**config.mk**
```make
export PLATFORM = sky130hd
export DESIGN_NAME = first_maxpool_rd
export DESIGN_NICKNAME = d
export VERILOG_FILES = /design/src/rtl/first_maxpool_pkg.sv /design/src/rtl/maxpool_out_fifo2.sv /design/src/rtl/first_maxpool_rd.sv
export SDC_FILE = /design/constraint.sdc
export NUM_CORES = 1
export LEC_CHECK = 0
export ABC_AREA = 1
export CAP_MARGIN = 20
export CORE_ASPECT_RATIO = 0.7
export CORE_UTILIZATION = 40
export CTS_BUF_LIST = sky130_fd_sc_hd__clkbuf_8
export CTS_CLUSTER_DIAMETER = 150
export DETAILED_ROUTE_END_ITERATION = 12
export RECOVER_POWER = 25
export SYNTH_ARGS = -nofsm -noshare
export SYNTH_HDL_FRONTEND = slang
export SYNTH_HIERARCHICAL = 1
export SYNTH_SLANG_ARGS = --single-unit
export TNS_END_PERCENT = 100
```
**constraint.sdc**
```tcl
create_clock -name clk -period 2.8 [get_ports clk]
set_input_delay 0.42 -clock clk [delete_from_list [all_inputs] [get_ports clk]]
set_output_delay 0.42 -clock clk [all_outputs]
set_load 0.02 [all_outputs]
```
**src/rtl/first_maxpool_pkg.sv**
```systemverilog
// Shared types and helpers for the first max-pool read/reduce stage.
package first_maxpool_pkg;

  localparam int DEF_D_WIDTH    = 15;
  localparam int DEF_ADDR_WIDTH = 10;

  typedef enum logic [1:0] {IDLE, READ, DRAIN, FIN} state_t;

  // Signed maximum; on a tie the first operand (the accumulator) wins.
  function automatic logic signed [31:0] smax(input logic signed [31:0] a,
                                              input logic signed [31:0] b);
    return (b > a) ? b : a;
  endfunction

endpackage

```
**src/rtl/maxpool_out_fifo2.sv**
```systemverilog
// Two-entry result FIFO carrying a pooled value plus its end-of-run marker.
module maxpool_out_fifo2 #(
  parameter int D_WIDTH = 15
) (
  input  logic               clk,
  input  logic               reset,
  input  logic               push,
  input  logic [D_WIDTH-1:0] push_data,
  input  logic               push_last,
  input  logic               pop,
  output logic [1:0]         count,
  output logic               head_valid,
  output logic [D_WIDTH-1:0] head_data,
  output logic               head_last
);

  logic [D_WIDTH-1:0] data_reg [2];
  logic               last_reg [2];
  logic               wr_ptr_reg;
  logic               rd_ptr_reg;
  logic [1:0]         count_reg;

  always_ff @(posedge clk) begin
    if (!reset) begin
      data_reg[0] <= '0;
      data_reg[1] <= '0;
      last_reg[0] <= 1'b0;
      last_reg[1] <= 1'b0;
      wr_ptr_reg  <= 1'b0;
      rd_ptr_reg  <= 1'b0;
      count_reg   <= 2'd0;
    end else begin
      if (push) begin
        data_reg[wr_ptr_reg] <= push_data;
        last_reg[wr_ptr_reg] <= push_last;
        wr_ptr_reg           <= ~wr_ptr_reg;
      end
      if (pop) begin
        rd_ptr_reg <= ~rd_ptr_reg;
      end
      if (push && !pop) begin
        count_reg <= count_reg + 2'd1;
      end else if (pop && !push) begin
        count_reg <= count_reg - 2'd1;
      end
    end
  end

  assign count      = count_reg;
  assign head_valid = (count_reg != 2'd0);
  assign head_data  = data_reg[rd_ptr_reg];
  assign head_last  = last_reg[rd_ptr_reg];

endmodule

```
**src/rtl/first_maxpool_rd.sv**
```systemverilog
// Walks the feature buffer, reduces non-overlapping POOL windows to their
// signed maximum and streams the results out on a valid/ready port.
module first_maxpool_rd
  import first_maxpool_pkg::*;
#(
  parameter int ADDR_WIDTH = DEF_ADDR_WIDTH,
  parameter int D_WIDTH    = DEF_D_WIDTH,
  parameter int LEN        = 128,
  parameter int POOL       = 2
) (
  input  logic                  clk,
  input  logic                  reset,
  input  logic                  start,
  output logic                  busy,
  output logic                  done,
  output logic                  en_r,
  output logic [ADDR_WIDTH-1:0] addr_r,
  input  logic [D_WIDTH-1:0]    dat_read,
  output logic                  m_valid,
  input  logic                  m_ready,
  output logic [D_WIDTH-1:0]    m_data,
  output logic                  m_last
);

  localparam int N_OUT = LEN / POOL;
  localparam int WIN_W = (POOL > 1) ? $clog2(POOL) : 1;
  localparam logic [ADDR_WIDTH-1:0] LAST_ADDR = ADDR_WIDTH'(N_OUT * POOL - 1);

  if (POOL < 2 || LEN < POOL || LEN > 2 ** ADDR_WIDTH) begin : g_param_err
    $error("first_maxpool_rd: POOL must be >= 2 and POOL <= LEN <= 2**ADDR_WIDTH");
  end

  state_t                 state_reg, state_next;
  logic [ADDR_WIDTH-1:0]  addr_cnt_reg;
  logic [ADDR_WIDTH-1:0]  addr_last_reg;
  logic [WIN_W-1:0]       win_cnt_reg;
  logic                   rd_valid_reg;
  logic                   rd_first_reg;
  logic                   rd_wlast_reg;
  logic                   rd_final_reg;
  logic signed [D_WIDTH-1:0] acc_reg;

  logic                   win_last;
  logic                   final_issue;
  logic                   credit_ok;
  logic                   issue;
  logic                   push;
  logic                   pop;
  logic [D_WIDTH-1:0]     pool_max;
  logic [1:0]             fifo_count;
  logic                   head_valid;

  assign win_last    = (win_cnt_reg == WIN_W'(POOL - 1));
  assign final_issue = (addr_cnt_reg == LAST_ADDR);
  // Reserve a FIFO slot for every window-last read still in flight; a pop in
  // the same cycle earns no credit, so the FIFO can never overflow.
  assign credit_ok   = (fifo_count + 2'(rd_valid_reg && rd_wlast_reg)) < 2'd2;
  assign issue       = (state_reg == READ) && (!win_last || credit_ok);

  always_comb begin
    state_next = state_reg;
    unique case (state_reg)
      IDLE:    if (start) state_next = READ;
      READ:    if (issue && final_issue) state_next = DRAIN;
      DRAIN:   if (!rd_valid_reg && fifo_count == 2'd0) state_next = FIN;
      FIN:     state_next = IDLE;
      default: state_next = IDLE;
    endcase
  end

  always_ff @(posedge clk) begin
    if (!reset) begin
      state_reg     <= IDLE;
      addr_cnt_reg  <= '0;
      addr_last_reg <= '0;
      win_cnt_reg   <= '0;
      rd_valid_reg  <= 1'b0;
      rd_first_reg  <= 1'b0;
      rd_wlast_reg  <= 1'b0;
      rd_final_reg  <= 1'b0;
      acc_reg       <= '0;
    end else begin
      state_reg <= state_next;
      if (state_reg == IDLE && start) begin
        addr_cnt_reg <= '0;
        win_cnt_reg  <= '0;
      end else if (issue) begin
        addr_last_reg <= addr_cnt_reg;
        if (!final_issue) addr_cnt_reg <= addr_cnt_reg + ADDR_WIDTH'(1);
        win_cnt_reg <= win_last ? '0 : win_cnt_reg + WIN_W'(1);
      end
      rd_valid_reg <= issue;
      rd_first_reg <= (win_cnt_reg == '0);
      rd_wlast_reg <= win_last;
      rd_final_reg <= final_issue;
      if (rd_valid_reg && rd_first_reg) begin
        acc_reg <= $signed(dat_read);
      end else if (rd_valid_reg && !rd_wlast_reg) begin
        acc_reg <= D_WIDTH'(smax(32'(acc_reg), 32'($signed(dat_read))));
      end
    end
  end

  // The window-last element bypasses the accumulator straight into the FIFO.
  assign pool_max = D_WIDTH'(smax(32'(acc_reg), 32'($signed(dat_read))));
  assign push     = rd_valid_reg && rd_wlast_reg;
  assign pop      = head_valid && m_ready;

  maxpool_out_fifo2 #(
    .D_WIDTH(D_WIDTH)
  ) u_out_fifo (
    .clk       (clk),
    .reset     (reset),
    .push      (push),
    .push_data (pool_max),
    .push_last (rd_final_reg),
    .pop       (pop),
    .count     (fifo_count),
    .head_valid(head_valid),
    .head_data (m_data),
    .head_last (m_last)
  );

  assign m_valid = head_valid;
  assign en_r    = issue;
  assign addr_r  = issue ? addr_cnt_reg : addr_last_reg;
  assign busy    = (state_reg == READ) || (state_reg == DRAIN);
  assign done    = (state_reg == FIN);

endmodule

```
==> results of run 1 <==
==> layer usage <==
metal | wire, um | share of wire, % | vias up | track usage [%]
met5 | 0 | 0 | - | 0
met2 | 4210 | 42 | 89 | 25.9
met1 | 5270 | 52 | 1642 | 26.6
li1 | - | - | 1875 | -
met4 | 48 | 0.48 | 0 | 5.00
met3 | 558 | 5.5 | 4 | 4.27
==> power by group <==
part / total (uW) / leakage (uW) / switching [uW] / internal, uW
Sequential: 1400 / 0.000709 / 70.7 / 1330
Clock: 942 / 0.000107 / 439 / 503
Combinational: 1590 / 0.00157 / 975 / 615
Total: 3930 / 0.00238 / 1480 / 2450
==> tightest hold or removal path, cell delays in order (launching register included) <==
cell,delay (ns)
dfxtp_1,0.33
nand2_1,0.06
o21ai_0,0.06
==> synth_stat cells, types with 2 or more instances <==
cell / n / area share (%)
nand3_1: 30 / 3.3
nor3_1: 4 / 0.45
o21ai_0: 29 / 3.2
and2_1: 15 / 2.1
o21ai_1: 3 / 0.33
nand2_1: 64 / 5.4
nor2_4: 2 / 0.50
a21oi_1: 27 / 3.0
buf_6: 4 / 1.0
nand3_4: 2 / 0.78
xor2_1: 2 / 0.39
buf_4: 2 / 0.33
nor2_1: 70 / 5.9
ha_1: 22 / 6.1
edfxtp_1: 30 / 20
inv_1: 115 / 9.6
dfxtp_1: 49 / 22
clkbuf_1: 5 / 0.42
nand3_2: 10 / 2.2
nand4_1: 5 / 0.70
buf_2: 4 / 0.45
mux2_2: 7 / 1.8
o22ai_1: 16 / 2.2
nand2_2: 15 / 2.1
mux2_4: 8 / 2.7
==> cells by family after synthesis <==
family	count (synthesis)	synth area share, %
mux	15	4.43
xor+xnor	2	0.390
simple gates	222	24.5
flops	79	41.9
buf+inv	134	12.8
compound gates	81	9.81
fa+ha+maj	22	6.13
==> cell type report <==
class                           count  share of cell area (%)
Clock buffer                        9                    2.33
Clock inverter                      7                    1.79
Inverter                          116                    8.21
Multi-Input combinational cell    342                    37.9
Sequential cell                    79                    35.5
Tap cell                          148                    3.49
Timing Repair Buffer               59                    10.8
==> path summary, 6_finish.rpt <==
path                    startpoint  slack (ns)  cells after the start                         to
min          u_out_fifo/wr_ptr_reg        0.48                      2      u_out_fifo/wr_ptr_reg
min reg2reg  u_out_fifo/wr_ptr_reg        0.48                      2      u_out_fifo/wr_ptr_reg
max            u_out_fifo/count[0]        0.15                      7                  addr_r[2]
max reg2reg            acc_reg[14]        0.46                     15  u_out_fifo/data_reg[0][1]
==> stage by stage <==
step / total power, uW / setup TNS, ns / hold WS [ns] / instances
2_1_floorplan: 2540 / 0 / 0.437 / 555
3_3_place_gp: 2970 / 0 / 0.461 / 744
3_5_place_dp: 3020 / -0.0369 / 0.468 / 744
4_1_cts: 3990 / 0 / 0.484 / 760
5_1_grt: 4210 / 0 / 0.504 / 760
6_report: 3930 / 0 / 0.483 / 760
==> repair_timing <==
item	CTS	global route
gates resized for setup	6	8
setup buffers	0	0
pin swaps	0	0
endpoints found under the setup margin	9	7
==> reports/qor.yml, run 1 <==
timing:
  fin_skew_ns: 0.00905
  period_needed_ns: 2.65
  finalSetupViolCount: 0
  fmax_ghz: 0.377
  setup_slack_ns: 0.150
  hold_violations: 0
  tightest_slew_ns: 1.41
  max_slew_margin_pct: 6.11
  final_max_slew_viol_count: 0
  finalCritPeriodShare_pct: 94.7
  rsz0062_at_grt: "false"
yosys:
  yosys_warnings: 6
  avgSynthCellArea_um2: 8.09
  synth_seq_cells: 79
  synth_fp_nets: 596
  syn-cell-area_um2: 4490
  async_flop_share_pct: 0
  netlist_instances: 555
  yosysSeqAreaShare_pct: 41.9
  synthFlopType: "dfxtp_1"
  synth_edf_count: 30
  synth_cell_types: 40
cells_and_area:
  layout.nets: 648
  layout_commonest_cell: "inv_1"
  synthToLayoutAreaGrowth_pct: 18.2
  layout_common_cells: "inv_1, nor2_1, nand2_1"
  regArea_um2: 1880
  fin_util_pct: 49.9
  drive_above_1_share_pct: 11.3
  multi_input_area_um2: 2010
  n_fill_cell: 1071
  diodes: 0
  largest_register_ffs: 30
  final_area_um2: 5310
drt:
  ant_nets: 0
  routed_via_density: 4.75
  wirelength_um: 10100
  wl_per_cell_um: 13.3
  first_pass_iters: 4
  first_iter_violations: 221
  dr_total_vias: 3610
  drc: 0
global_routing:
  grt_pass1_vias: 3304
  grt_pass1_wl_um: 16200
  grt_antenna_before_repair: 0
  grt_max_degree: 29
  grt_usage_pct: 18.0
  grt-ovfl-total: 0
place:
  portBuffers: 48
  gp_congestion: 0.891
  dp_hpwl_um: 7290
  dp_slack_ns: -0.0118
  placed_area_um2: 5110
clock_network:
  clk_pin_slew_ns: 0.08
  hold_buffers: 0
  ctsLongestPathBuffers: 2
  clkSinkCount: 79
  clock_latency_ns: 0.36
  root_buffer: "clkbuf_8"
  cts_tree: "done"
  cts_buffers: 9
  htreeDepth: 3
min_path:
  min_path_type: "register to register"
critical_path:
  start_kind: "register"
  critical_path.max_fanout: 23
  slowest_stage: "clkdlybuf4s50_1"
  end_kind: "output port"
  worstPathArrival_ns: 2.23
  crit_buf_inv: 2
  path_delay_family: "buffers and inverters"
  path_cells: "inv_1 > o21ai_0 > nand3_1 > nand2_4 > nand2_1 > o21ai_1 > clkdlybuf4s50_1"
  critPathMaxStageDelay_ns: 0.64
  worstPathRequired_ns: 2.38
  crit_type: "register to output port"
status:
  status: "finished clean"
power_and_ir_drop:
  vdd_drop_max_mv: 0.301
  powerDensity_nw_per_um2: 741
  p_leak_uw: 0.00238
die:
  start_util_pct: 42.2
  die_w_um: 129
  num_rows: 31
  dieArea_um2: 11700
  die_height_um: 90.6
  coreArea_um2: 10600
  ios: 49
flow_run:
  maxCapViolCount: 0
No activity file was read; power rests on OpenSTA's default activity.
==> run 2, diff against run 1 <==
--- a/config.mk
+++ b/config.mk
@@ -12,7 +12,9 @@
 export CTS_BUF_LIST = sky130_fd_sc_hd__clkbuf_8
 export CTS_CLUSTER_DIAMETER = 150
 export DETAILED_ROUTE_END_ITERATION = 12
+export GPL_TIMING_DRIVEN = 0
 export RECOVER_POWER = 25
+export SETUP_SLACK_MARGIN = 0.3
 export SYNTH_ARGS = -nofsm -noshare
 export SYNTH_HDL_FRONTEND = slang
 export SYNTH_HIERARCHICAL = 1
==> reports/qor.yml, run 2 (synthesis results as in run 1) <==
die:
  coreArea_um2: 10600  # unchanged
  start_util_pct: 42.2  # unchanged
  die_w_um: 129  # unchanged
  die_height_um: 90.6  # unchanged
  dieArea_um2: 11700  # unchanged
  num_rows: 31  # unchanged
  ios: 49  # unchanged
critical_path:
  r2r-end: "u_out_fifo/data_reg[0][4]"
  critical_path.max_fanout: 15  # -35%
  startpoint: "reset"
  critPathMaxStageDelay_ns: 0.64  # about the same
  path_delay_family: "buffers and inverters"
  crit_buf_inv: 3  # +1
  worstPathArrival_ns: 2.45  # +0.22 ns
  start_kind: "input port"
  path_depth: 5  # -2
  slowest_stage: "dlygate4sd3_1"
  r2r-start: "acc_reg[12]"
  crit_type: "input port to register"
  worstSetupEndpoint: "u_out_fifo/data_reg[1][5]"
  end_kind: "register"
  worstPathRequired_ns: 2.78  # +0.40 ns
  reg2reg_slack_ns: 0.55  # +0.09 ns
  reg2reg_depth: 15  # unchanged
  path_cells: "dlygate4sd3_1 > clkbuf_1 > nand3_4 > buf_6 > nand2_1"
clock_network:
  cts_tree: "done"
  clock_latency_ns: 0.35  # about the same
  clkSinkCount: 79  # unchanged
  ctsLongestPathBuffers: 2  # unchanged
  htreeDepth: 3  # unchanged
  root_buffer: "clkbuf_8"
  hold_buffers: 0  # unchanged
  clk_pin_slew_ns: 0.09  # about the same
  cts_buffers: 9  # unchanged
global_routing:
  grt_pass1_wl_um: 16800  # +3.1%
  grt_usage_pct: 18.6  # +0.54 points
  grt_antenna_before_repair: 0  # unchanged
  grt_pass1_vias: 3462  # +4.8%
  grt_max_degree: 17  # -41%
  grt-ovfl-total: 0  # unchanged
power_and_ir_drop:
  p_comb_share_pct: 40.1  # -0.3 points
  switchingPower_uw: 1490  # +0.55%
  powerDensity_nw_per_um2: 744  # +0.37%
  internal_power_uw: 2530  # +3.5%
  p_seq_share_pct: 34.7  # -0.9 points
  switching_share_pct: 37.1  # -0.67 points
  p_leak_uw: 0.00241  # +1.0%
  pwr-share-clk_pct: 25.1  # +1.1 points
  vdd_drop_max_mv: 0.328  # +8.9%
drt:
  drc: 0  # unchanged
  dr_total_vias: 3659  # +1.4%
  first_pass_iters: 4  # unchanged
  wirelength_um: 10100  # -0.29%
  wl_per_cell_um: 13.0  # -1.7%
  routed_via_density: 4.75  # about the same
  first_iter_violations: 227  # +2.7%
  ant_nets: 0  # unchanged
timing:
  rsz0062_at_grt: "true"
  hold_violations: 0  # unchanged
  tightest_slew_ns: 0.720  # -0.688 ns
  fmax_ghz: 0.404  # +7.2%
  fin_skew_ns: 0.0102  # +0.00115 ns
  max_slew_margin_pct: 51.9  # +46 points
  final_max_slew_viol_count: 0  # unchanged
  period_needed_ns: 2.47  # -0.177 ns
  finalCritPeriodShare_pct: 88.3  # -6.3 points
  finalSetupViolCount: 0  # unchanged
  setup_slack_ns: 0.327  # +0.177 ns
cells_and_area:
  drive_above_1_share_pct: 14.3  # +3.0 points
  layout_commonest_cell: "inv_1"
  fin_util_pct: 50.9  # +1.0 points
  largest_register_ffs: 30  # unchanged
  layout.nets: 659  # +1.7%
  synthToLayoutAreaGrowth_pct: 20.6
  diodes: 0  # unchanged
  layout_common_cells: "inv_1, nor2_1, nand2_1"
place:
  dp_hpwl_um: 7330  # +0.59%
  dp_slack_ns: -0.0864  # -0.0747 ns
  gp_congestion: 0.776  # -13%
  portBuffers: 48  # unchanged
flow_run:
  maxCapViolCount: 0  # unchanged
min_path:
  min_path_type: "register to register"
  whs_path_depth: 2  # unchanged
  holdCritStartpoint: "rd_final_reg"
status:
  status: "finished clean"
## run 2: changes by cell type in the layout (fill, tap and decap cells not counted), moves of 3 or more
cell             previous run  this run
buf_6                       0         3
clkbuf_1                    5         8
clkbuf_2                    1         9
clkdlybuf4s50_1            40        34
dlymetal6s2s_1              7         3
buf_2                       0         3
## run 2: per-layer routing
metal | vias to the layer above | share of wire, % | global-route usage [%]
met5 | - | 0 | 0
met1 | 1678 | 51 | 26.5
met3 | 8 | 4.8 | 4.44
li1 | 1901 | - | -
met2 | 72 | 43 | 28.0
met4 | 0 | 0.83 | 4.61
## run 2: power groups by stage
| stage | Sequential (uW) | Combinational [uW] | Clock [uW] |
|---|---|---|---|
| after floorplan | 1410 | 1130 | 0 |
| after global placement | 1420 | 1600 | 0 |
| after detailed placement | 1430 | 1640 | 0 |
| after CTS | 1400 | 1620 | 1040 |
| after global routing | 1420 | 1820 | 1090 |
| final | 1400 | 1620 | 1010 |
## run 2: what timing repair did
item	in CTS	in global routing
setup buffers	0	4
resized for setup	17	35
pin swaps	0	4
setup endpoints to repair	12	31
## run 2: stage by stage
step	instance area, um2	hold WS [ns]	power, uW	setup TNS, ns	instances
6_report	5410	0.475	4030	0	771
5_1_grt	5410	0.496	4320	0	771
4_1_cts	5400	0.480	4070	0	767
3_5_place_dp	5150	0.464	3060	-1.31	751
3_3_place_gp	5150	0.459	3020	-0.569	751
2_1_floorplan	4490	0.437	2540	0	555
## run 2: worst min-delay path by stage
stage	slack (ns)	end
2_1_floorplan	0.44	rd_first_reg
3_3_place_gp	0.46	u_out_fifo/last_reg[0]
3_5_place_dp	0.46	u_out_fifo/last_reg[0]
4_1_cts	0.48	u_out_fifo/last_reg[0]
5_1_grt	0.50	addr_cnt_reg[8]
6_report	0.47	u_out_fifo/last_reg[0]
## run 2: final cells by class
| class | count | area (um2) |
|---|---|---|
| Clock inverter | 7 | 114 |
| Clock buffer | 9 | 124 |
| Inverter | 116 | 435 |
| Timing Repair Buffer | 52 | 472 |
| Sequential cell | 79 | 1880 |
| Multi-Input combinational cell | 342 | 2060 |
| Buffer | 18 | 141 |
| Fill cell | 1037 | 5220 |
| Tap cell | 148 | 185 |
## run 2: worst min-delay path, stage by stage, from the launching register on
cell     delay, ns
dfxtp_1       0.30
inv_1         0.06
o22ai_1       0.08
==> run 3, diff against run 2 <==
--- a/config.mk
+++ b/config.mk
@@ -14,9 +14,7 @@
 export DETAILED_ROUTE_END_ITERATION = 12
 export GPL_TIMING_DRIVEN = 0
 export RECOVER_POWER = 25
-export SETUP_SLACK_MARGIN = 0.3
 export SYNTH_ARGS = -nofsm -noshare
 export SYNTH_HDL_FRONTEND = slang
-export SYNTH_HIERARCHICAL = 1
 export SYNTH_SLANG_ARGS = --single-unit
 export TNS_END_PERCENT = 100
==> reports/qor.yml, run 3 <==
status:
  status: "finished clean"
clock_network:
  ctsLongestPathBuffers: 2  # unchanged
  clkSinkCount: 79  # unchanged
  hold_buffers: 0  # unchanged
  root_buffer: "clkbuf_8"
  cts_tree: "done"
  clk_pin_slew_ns: 0.08  # about the same
  htreeDepth: 3  # unchanged
  post_cts_buffers: 0  # unchanged
  cts_buffers: 9  # unchanged
  clock_latency_ns: 0.36  # about the same
die:
  num_rows: 31  # unchanged
  die_height_um: 90.4  # -0.26%
  dieArea_um2: 11600  # -0.52%
  die_w_um: 128  # -0.26%
  coreArea_um2: 10600  # -0.37%
  start_util_pct: 42.2  # -0.070 points
  ios: 49  # unchanged
power_and_ir_drop:
  powerDensity_nw_per_um2: 742  # -0.26%
  p_comb_share_pct: 41.9  # +1.8 points
  internal_power_uw: 2360  # -6.8%
  p_seq_share_pct: 35.5  # +0.8 points
  pwr-share-clk_pct: 22.6  # -2.5 points
  vdd_drop_max_mv: 0.265  # -19%
  switchingPower_uw: 1600  # +7.5%
  p_leak_uw: 0.00230  # -4.3%
  switching_share_pct: 40.5  # +3.4 points
critical_path:
  r2r-start: "acc_reg[14]"
  worstPathArrival_ns: 2.60  # +0.15 ns
  start_kind: "input port"
  worstPathRequired_ns: 2.79  # about the same
  reg2reg_slack_ns: 0.39  # -0.16 ns
  end_kind: "register"
  crit_type: "input port to register"
  r2r-end: "u_out_fifo.data_reg[0][5]"
  startpoint: "reset"
  critical_path.max_fanout: 15  # unchanged
  path_cells: "clkdlybuf4s50_1 > clkbuf_1 > nand3_1 > clkbuf_1 > nand2_1"
  cpMostUsedCell: "clkbuf_1"
  slowest_stage: "nand2_1"
  critPathMaxStageDelay_ns: 0.58  # -0.06 ns
  worstSetupEndpoint: "u_out_fifo.data_reg[1][3]"
  reg2reg_depth: 13  # -2
timing:
  whs_ns: 0.467  # -0.00787 ns
  fin_skew_ns: 0.0112  # +0.00103 ns
  hold_violations: 0  # unchanged
  tightest_slew_ns: 0.757  # +0.0367 ns
  finalSetupViolCount: 0  # unchanged
  final_max_slew_viol_count: 0  # unchanged
  finalCritPeriodShare_pct: 93.2  # +4.9 points
  period_needed_ns: 2.61  # +0.137 ns
  max_slew_margin_pct: 49.4  # -2.5 points
  fmax_ghz: 0.383  # -5.3%
  rsz0062_at_grt: "false"
global_routing:
  grt_pass1_vias: 3480  # +0.52%
  grt-ovfl-total: 0  # unchanged
  grt_use_met2_pct: 29.0  # +0.99 points
  grt_pass1_wl_um: 17300  # +3.5%
  grt_antenna_before_repair: 0  # unchanged
  grt_use_met1_pct: 28.2  # +1.6 points
  grt_max_degree: 17  # unchanged
  grt_usage_pct: 19.5  # +0.97 points
  busiest_layer: "met2"
  grtUsageMet3_pct: 5.09  # +0.65 points
yosys:
  yosysMostFrequentCell: "inv_1"
  synthFlopType: "dfxtp_1"
  synth_fp_nets: 570  # -4.4%
  synth_top_area_share_pct: 22.0  # +0.12 points
  yosys_warnings: 0  # -6
  post_synth_main_area_contributors: "dfxtp_1, edfxtp_1, inv_1, nand2_1, ha_1"
  synth_edf_count: 30  # unchanged
  async_flop_share_pct: 0  # unchanged
  syn-cell-area_um2: 4470  # -0.53%
  synth_commonest_cells: "inv_1, nand2_1, nor2_1"
  synth_seq_cells: 79  # unchanged
  synth_top_area_cell: "dfxtp_1"
  yosysSeqAreaShare_pct: 42.1  # +0.22 points
  synth_cell_types: 34  # -15%
  avgSynthCellArea_um2: 8.44  # +4.4%
  netlist_instances: 529  # -4.7%
cells_and_area:
  drive_above_1_share_pct: 14.5  # +0.24 points
  synthToLayoutAreaGrowth_pct: 19.7
  n_fill_cell: 986  # -4.9%
  diodes: 0  # unchanged
  layout_commonest_cell: "inv_1"
  largest_register_ffs: 30  # unchanged
  layout.nets: 628  # -4.7%
  fin_cells: 740  # -4.0%
  regArea_um2: 1880  # unchanged
  layout_common_cells: "inv_1, nand2_1, nor2_1"
  multi_input_area_um2: 2130  # +3.3%
drt:
  first_iter_violations: 247  # +8.8%
  routed_via_density: 4.86  # +2.5%
  first_pass_iters: 5  # +1
  wl_per_cell_um: 14.3  # +9.5%
  drc: 0  # unchanged
  dr_total_vias: 3600  # -1.6%
  wirelength_um: 10600  # +5.1%
  ant_nets: 0  # unchanged
flow_run:
  maxCapViolCount: 0  # unchanged
place:
  portBuffers: 48  # unchanged
  dp_hpwl_um: 7870  # +7.4%
  gp_congestion: 0.798  # +2.8%
  dp_cells: 725  # -3.5%
min_path:
  min_path_type: "register to register"
  holdCritStartpoint: "addr_cnt_reg[9]"
-- run 3: changes by cell type in the layout (fill, tap and decap cells not counted), moves of 5 or more --
cell | before | now
inv_1 | 117 | 89
and2_1 | 15 | 0
nand2_1 | 64 | 78
nand2_2 | 14 | 3
clkbuf_2 | 9 | 0
nand2_4 | 1 | 10
nand3_4 | 2 | 11
o21ai_0 | 26 | 35
a21oi_2 | 2 | 10
mux2_2 | 7 | 15
mux2_4 | 8 | 0
nor2_1 | 71 | 63
o21ai_1 | 6 | 0
nand3_1 | 30 | 25
-- run 3: critical path: cells and delay by family --
kind | cells | cell delay, ns
and+or+nand+nor | 2 | 0.97
buffers and inverters | 3 | 1.22
-- run 3: what timing repair did --
item                       CTS  global route
setup endpoints to repair   12            16
gates resized for setup      4             7
gates cloned                 0             0
pin swaps                    0             0
hold endpoints to repair     0             0
-- run 3: kinds of logic after synthesis --
| kind of cell | Yosys count | share of synthesized area, % |
|---|---|---|
| muxes | 15 | 3.78 |
| buffers and inverters | 110 | 10.2 |
| AOI/OAI and AO/OA | 88 | 11.3 |
| and+or+nand+nor | 212 | 25.8 |
| xor gates and xnor gates | 3 | 0.589 |
| DFF | 79 | 42.1 |
| adders and majority gates | 22 | 6.16 |
-- run 3: worst min path at each step --
stage,to,depth (start not counted)
CTS,addr_cnt_reg[9],2
detailed placement,addr_cnt_reg[9],2
finish,addr_cnt_reg[9],2
global placement,addr_cnt_reg[9],2
global route,addr_cnt_reg[9],2
floorplan,rd_first_reg,1
-- run 3: metal layers --
layer | wire [um] | up-vias
li1 | - | 1852
met1 | 5420 | 1660
met2 | 4440 | 80
met3 | 609 | 8
met4 | 91 | 0
met5 | 0 | -
-- run 3: power by group through the flow --
stage                     Sequential (uW)  Clock [uW]  Combinational (uW)
after detailed placement             1420           0                1680
after CTS                            1400         916                1680
after floorplan                      1410           0                1160
final                                1410         897                1660
after global routing                 1430         960                1830
after global placement               1420           0                1650
-- run 3: area by class of cell --
type,instances,share of cell area [%]
Timing Repair Buffer,48,9.24
Clock buffer,9,2.32
Clock inverter,7,1.52
Inverter,92,6.46
Buffer,17,1.99
Sequential cell,79,35.2
Tap cell,148,3.46
Multi-Input combinational cell,340,39.8
-- run 3: through the flow --
stage | TNS [ns] | setup WS, ns | power, uW | cell area (um2) | utilization [%]
3_5_place_dp | -2.54 | -0.142 | 3110 | 5130 | 48.5
2_1_floorplan | 0 | 0.767 | 2570 | 4470 | -
5_1_grt | 0 | 0.0582 | 4220 | 5350 | 50.5
6_report | 0 | 0.189 | 3970 | 5350 | 50.5
3_3_place_gp | -2.38 | -0.159 | 3070 | 5130 | 48.5
4_1_cts | 0 | 0.0221 | 4000 | 5330 | 50.4
